**config.mk**
```make
export PLATFORM = sky130hd
export DESIGN_NAME = id_ex_decode
export DESIGN_NICKNAME = d
export VERILOG_FILES = /design/src/rtl/id_ex_decode.sv
export SDC_FILE = /design/constraint.sdc
export NUM_CORES = 1
export LEC_CHECK = 0
export CAP_MARGIN = 20
export CELL_PAD_IN_SITES_DETAIL_PLACEMENT = 1
export CELL_PAD_IN_SITES_GLOBAL_PLACEMENT = 1
export CORE_MARGIN = 2
export CORE_UTILIZATION = 50
export DETAILED_ROUTE_END_ITERATION = 12
export DONT_BUFFER_PORTS = 1
export GPL_TIMING_DRIVEN = 0
export PLACE_DENSITY_LB_ADDON = 0.2
export SLEW_MARGIN = 30
export SYNTH_ARGS = -nofsm -noshare
export SYNTH_HDL_FRONTEND = slang
export SYNTH_SLANG_ARGS = --single-unit
```
**constraint.sdc**
```tcl
create_clock -name clk -period 3.2 [get_ports clk]
set_input_delay 0.64 -clock clk [delete_from_list [all_inputs] [get_ports clk]]
set_output_delay 0.64 -clock clk [all_outputs]
set_load 0.02 [all_outputs]
```
**src/rtl/id_ex_decode.sv**
```systemverilog
// ID/EX pipeline register with MIPS R/I-type decode into ALU op, operands and destination.
// Also keeps a saturating count of illegal instructions accepted into the stage.
module id_ex_decode (
    input  logic        clk,
    input  logic        reset_n,
    input  logic        in_valid,
    output logic        in_ready,
    input  logic [31:0] instr,
    input  logic [31:0] rs_data,
    input  logic [31:0] rt_data,
    input  logic        stall,
    input  logic        flush,
    output logic        ex_valid,
    output logic [4:0]  ex_aluop,
    output logic [31:0] ex_a,
    output logic [31:0] ex_b,
    output logic        ex_regwrite,
    output logic [4:0]  ex_dst,
    output logic        ex_illegal,
    output logic [7:0]  illegal_cnt
);

    localparam int unsigned DATA_W = 32;
    localparam int unsigned OP_W   = 5;
    localparam int unsigned REG_W  = 5;
    localparam int unsigned CNT_W  = 8;

    localparam logic [OP_W-1:0] ALU_ADD  = 5'b00000;
    localparam logic [OP_W-1:0] ALU_SUB  = 5'b00001;
    localparam logic [OP_W-1:0] ALU_SLT  = 5'b00101;
    localparam logic [OP_W-1:0] ALU_SLTU = 5'b00111;
    localparam logic [OP_W-1:0] ALU_SLL  = 5'b01000;
    localparam logic [OP_W-1:0] ALU_SRL  = 5'b01001;
    localparam logic [OP_W-1:0] ALU_SRA  = 5'b01011;
    localparam logic [OP_W-1:0] ALU_AND  = 5'b11000;
    localparam logic [OP_W-1:0] ALU_OR   = 5'b11110;
    localparam logic [OP_W-1:0] ALU_XOR  = 5'b10110;
    localparam logic [OP_W-1:0] ALU_NOR  = 5'b10001;

    localparam logic [CNT_W-1:0] CNT_MAX = 8'hFF;

    logic [5:0]        w_op;
    logic [5:0]        w_fn;
    logic [DATA_W-1:0] w_sext;
    logic [DATA_W-1:0] w_zext;
    logic              w_legal;
    logic [OP_W-1:0]   w_aluop;
    logic [DATA_W-1:0] w_a;
    logic [DATA_W-1:0] w_b;
    logic [REG_W-1:0]  w_dst;
    logic              w_regwrite;
    logic              w_unused_rs_field;

    logic              r_valid;
    logic [OP_W-1:0]   r_aluop;
    logic [DATA_W-1:0] r_a;
    logic [DATA_W-1:0] r_b;
    logic              r_regwrite;
    logic [REG_W-1:0]  r_dst;
    logic              r_illegal;
    logic [CNT_W-1:0]  r_cnt;

    // rs index is only consumed by the register file; rs_data arrives already read
    assign w_unused_rs_field = ^instr[25:21];

    assign w_op   = instr[31:26];
    assign w_fn   = instr[5:0];
    assign w_sext = {{16{instr[15]}}, instr[15:0]};
    assign w_zext = {16'b0, instr[15:0]};

    // Instruction decode; illegal words fall through with all fields zero
    always_comb begin
        w_legal = 1'b0;
        w_aluop = ALU_ADD;
        w_a     = '0;
        w_b     = '0;
        w_dst   = '0;
        case (w_op)
            6'h00: begin
                w_legal = 1'b1;
                w_a     = rs_data;
                w_b     = rt_data;
                w_dst   = instr[15:11];
                case (w_fn)
                    6'h20, 6'h21: w_aluop = ALU_ADD;
                    6'h22, 6'h23: w_aluop = ALU_SUB;
                    6'h24:        w_aluop = ALU_AND;
                    6'h25:        w_aluop = ALU_OR;
                    6'h26:        w_aluop = ALU_XOR;
                    6'h27:        w_aluop = ALU_NOR;
                    6'h2A:        w_aluop = ALU_SLT;
                    6'h2B:        w_aluop = ALU_SLTU;
                    6'h00, 6'h02, 6'h03: begin
                        w_aluop = (w_fn == 6'h00) ? ALU_SLL :
                                  (w_fn == 6'h02) ? ALU_SRL : ALU_SRA;
                        w_a     = rt_data;
                        w_b     = {27'b0, instr[10:6]};
                    end
                    default: begin
                        w_legal = 1'b0;
                        w_a     = '0;
                        w_b     = '0;
                        w_dst   = '0;
                    end
                endcase
            end
            6'h08, 6'h09, 6'h0A, 6'h0B, 6'h0C, 6'h0D, 6'h0E: begin
                w_legal = 1'b1;
                w_a     = rs_data;
                w_dst   = instr[20:16];
                case (w_op)
                    6'h0A:   begin w_aluop = ALU_SLT;  w_b = w_sext; end
                    6'h0B:   begin w_aluop = ALU_SLTU; w_b = w_sext; end
                    6'h0C:   begin w_aluop = ALU_AND;  w_b = w_zext; end
                    6'h0D:   begin w_aluop = ALU_OR;   w_b = w_zext; end
                    6'h0E:   begin w_aluop = ALU_XOR;  w_b = w_zext; end
                    default: begin w_aluop = ALU_ADD;  w_b = w_sext; end
                endcase
            end
            6'h0F: begin
                w_legal = 1'b1;
                w_aluop = ALU_OR;
                w_a     = {instr[15:0], 16'b0};
                w_b     = '0;
                w_dst   = instr[20:16];
            end
            default: begin
                w_legal = 1'b0;
            end
        endcase
    end

    // Writes to $0 are architecturally discarded, so suppress write-back
    assign w_regwrite = w_legal && (w_dst != '0);

    assign in_ready = !stall;

    // Pipeline register: flush beats stall beats load/bubble
    always_ff @(posedge clk or negedge reset_n) begin
        if (!reset_n) begin
            r_valid    <= 1'b0;
            r_aluop    <= ALU_ADD;
            r_a        <= '0;
            r_b        <= '0;
            r_regwrite <= 1'b0;
            r_dst      <= '0;
            r_illegal  <= 1'b0;
            r_cnt      <= '0;
        end else if (flush) begin
            r_valid    <= 1'b0;
            r_regwrite <= 1'b0;
            r_illegal  <= 1'b0;
            r_aluop    <= ALU_ADD;
        end else if (!stall) begin
            if (in_valid) begin
                r_valid    <= 1'b1;
                r_aluop    <= w_aluop;
                r_a        <= w_a;
                r_b        <= w_b;
                r_regwrite <= w_regwrite;
                r_dst      <= w_dst;
                r_illegal  <= !w_legal;
                if (!w_legal && (r_cnt != CNT_MAX)) begin
                    r_cnt <= r_cnt + CNT_W'(1);
                end
            end else begin
                r_valid    <= 1'b0;
                r_regwrite <= 1'b0;
                r_illegal  <= 1'b0;
            end
        end
    end

    assign ex_valid    = r_valid;
    assign ex_aluop    = r_aluop;
    assign ex_a        = r_a;
    assign ex_b        = r_b;
    assign ex_regwrite = r_regwrite;
    assign ex_dst      = r_dst;
    assign ex_illegal  = r_illegal;
    assign illegal_cnt = r_cnt;

endmodule
```
==> flow_summary_export.csv <==
group,metric,value,unit
status,status,"complete, no violations",
yosys,synthTopCellsByCount,"85 x dfrtp_1, 53 x a21oi_1, 40 x nand2_1, 32 x o21ai_0, 30 x a221o_1",
global_routing,grt_max_degree,86,
global_routing,antenna_found_initial,0,
placed_design,portBuffers,0,
min_path,min_path_type,"in2async",
finish,fillers,995,
sta,worst_pin_slew,0.996,ns
global_routing,grt_pass1_wl,23700,um
power,fin_total_pwr,2.48,mW
cts,clk_pin_slew,0.09,ns
die,start_util,50.7,%
critical_path,cp-end-kind,"register",
sta,fmax,356,MHz
cts,hold_buffers,1,
finish,stdcell_count,567,
yosys,synthFlopType,"dfrtp_1",
routing,antenna_left,0,
sta,period_share,87.8,%
yosys,syn-num-nets,544,
critical_path,crit_chain,"nor3b_1 > o211ai_1 > nor3_1 > clkbuf_1 > a221o_1",
finish,fin_area,4720,um2
die,rows,34,
routing,vias,3862,
sta,hold_violations,0,
power,combPwrFrac,11.5,%
power,intPower,1.65,mW
cts,cts_buffers,9,
sta,finalMaxSlewViolations,0,
sta,setup_viol,0,
sta,finalWorstPathRequiredPeriod,2.81,ns
yosys,synth_top_cell_by_area,"dfrtp_1",
sta,timing.clock.skew,0.00115,ns
critical_path,crit_fanout,10,
sta,slew_headroom,33.5,%
cts,post_cts_buffers,0,
finish,drive_gt1_share,8.28,%
critical_path,start_kind,"input port",
cts,cts_tree,"built",
routing,totalWireLength,15300,um
die,dieArea,9470,um2
finish,regArea,2130,um2
cts,clk_latency,0.36,ns
routing,detailedRoute.firstIterationViolations,168,
die,fp.dieW,97.3,um
yosys,async_reset_ff_share,100,%
power,ir_drop,0.000329,V
die,die_h,97.3,um
power,p_per_area,525,nW/um2
cts,clockBufferDepth,2,
power,clockPowerShare,32.6,%
finish,nets,556,
placed_design,place_congestion,0.865,
yosys,synthCells,442,
critical_path,required,3.50,ns
placed_design,post_dp_cell_area,4490,um2
die,io_pins,187,
sta,rsz0062_at_grt,"false",
critical_path,critPathSlowestCell,"nor3b_1",
yosys,syn_area_per_cell,9.85,um2
yosys,yosys_register_bits,85,
routing,avgViaCountPerCell,6.81,
routing,drc,0,
cts,cts_sinks,85,
flow_run,drv_cap,0,
power,swShare,33.3,%
power,power_switching,0.825,mW
global_routing,grt_pass1_vias,4211,
critical_path,cpPeakStageDelay,0.70,ns
sta,tns,0,ns
finish,n_antenna_cell,0,
critical_path,path_class,"in2reg",
critical_path,cp.arrival,3.11,ns
cts,cts.repair.resized,0,
routing,drt_first_pass_iters,5,
power,seq_power_share,55.9,%
cts,clockRootBuffer,"clkbuf_8",
yosys,ys_seq_area_share,48.9,%
finish,areaGrowthSynthToFinish,8.51,%
placed_design,dp_cells,550,
die,placeableCoreArea,8590,um2
cts,htree_levels,3,
routing,wire_per_inst,26.9,um
yosys,yosysWarnings,0,
yosys,synth-edff-count,0,
global_routing,grt_usage,32.4,%
yosys,synthTopCellsByArea,"dfrtp_1 49%, a221o_1 6.9%, a21oi_1 6.1%, o21ai_0 3.7%, nand2_1 3.4%",
yosys,synth_cell_types,52,
placed_design,dp_hpwl,11300,um
power,power_leakage,1.99,nW
finish,multiInputGateArea,2050,um2
yosys,synth_area,4350,um2
global_routing,overflow,0,
yosys,synth_top_area_share,48.9,%
yosys,yosysMostFrequentCell,"dfrtp_1",
## kinds of logic after synthesis
family,Yosys count,share of synthesized area [%]
compound gates,169,27.3
simple gates,122,14.2
flops,85,48.9
buf+inv,42,4.08
mux,17,3.99
xor+xnor,5,1.01
fa+ha+maj,2,0.517
## layer usage
| metal | part of all wire (%) | vias to the layer above | global-route usage (%) |
|---|---|---|---|
| met3 | 8.6 | 35 | 9.71 |
| li1 | - | 1688 | - |
| met2 | 49 | 189 | 52.0 |
| met4 | 3.7 | 0 | 15.0 |
| met1 | 39 | 1950 | 40.4 |
| met5 | 0 | - | 0 |
## worst max-delay path, delay by kind of cell
family / cells / cell delay, ns
AO/OA/AOI/OAI: 2 / 0.68
buffers and inverters: 1 / 0.49
AND/OR/NAND/NOR: 2 / 1.30
## final timing paths
check | slack [ns] | endpoint | startpoint | depth (start not counted)
worst max-delay path | 0.39 | ex_a[29] | flush | 5
worst min-delay path | 0.17 | ex_a[4] | reset_n | 1
worst max register to register | 1.26 | illegal_cnt[6] | illegal_cnt[0] | 5
worst min register to register | 0.64 | ex_b[8] | ex_b[8] | 2
max in group asynchronous | 2.66 | ex_b[16] | reset_n | 1
min in group clk | 0.33 | ex_illegal | flush | 1
## through the flow
step                      util [%]  worst slack, ns  hold slack (ns)
after CTS                     54.9            0.455            0.190
after detailed placement      52.2            0.132            0.346
after floorplan                  -            0.772            0.344
after global placement        52.2            0.139            0.347
after global routing          55.0            0.279            0.167
final                         55.0            0.389            0.167
## cell type report
class	instances	area share, %
Timing Repair Buffer	1	0.583
Tap cell	108	2.86
Multi-Input combinational cell	315	43.5
Inverter	5	0.397
Buffer	37	3.36
Clock inverter	7	1.67
Sequential cell	85	45.0
Clock buffer	9	2.62
## power groups by stage
stage	clock network, mW	logic (mW)	registers (mW)
after floorplan	0	0.202	1.37
after global placement	0	0.242	1.40
after detailed placement	0	0.260	1.41
after CTS	0.821	0.287	1.39
after global routing	0.859	0.322	1.40
final	0.808	0.286	1.39
## sequential cells by signal, indices dropped and copies added, names as in the netlist
signal       flops
ex_valid         1
ex_aluop         5
ex_regwrite      1
ex_b            32
ex_illegal       1
ex_dst           5
ex_a            32
illegal_cnt      8
## placed cells by master, fill, tap and decap left out, types with 5 or more instances in the layout
master	n
a21oi_1	53
a221o_1	30
a221oi_1	5
a22oi_1	11
a32oi_1	8
and2_1	16
buf_2	7
clkbuf_1	25
clkbuf_8	9
dfrtp_1	85
inv_1	5
mux2i_1	14
nand2_1	40
nand2b_1	7
nand3_1	10
nor2_1	18
nor3_1	9
o211ai_1	6
o21ai_0	32
xor2_1	5
(Power assumes the default switching activity.)
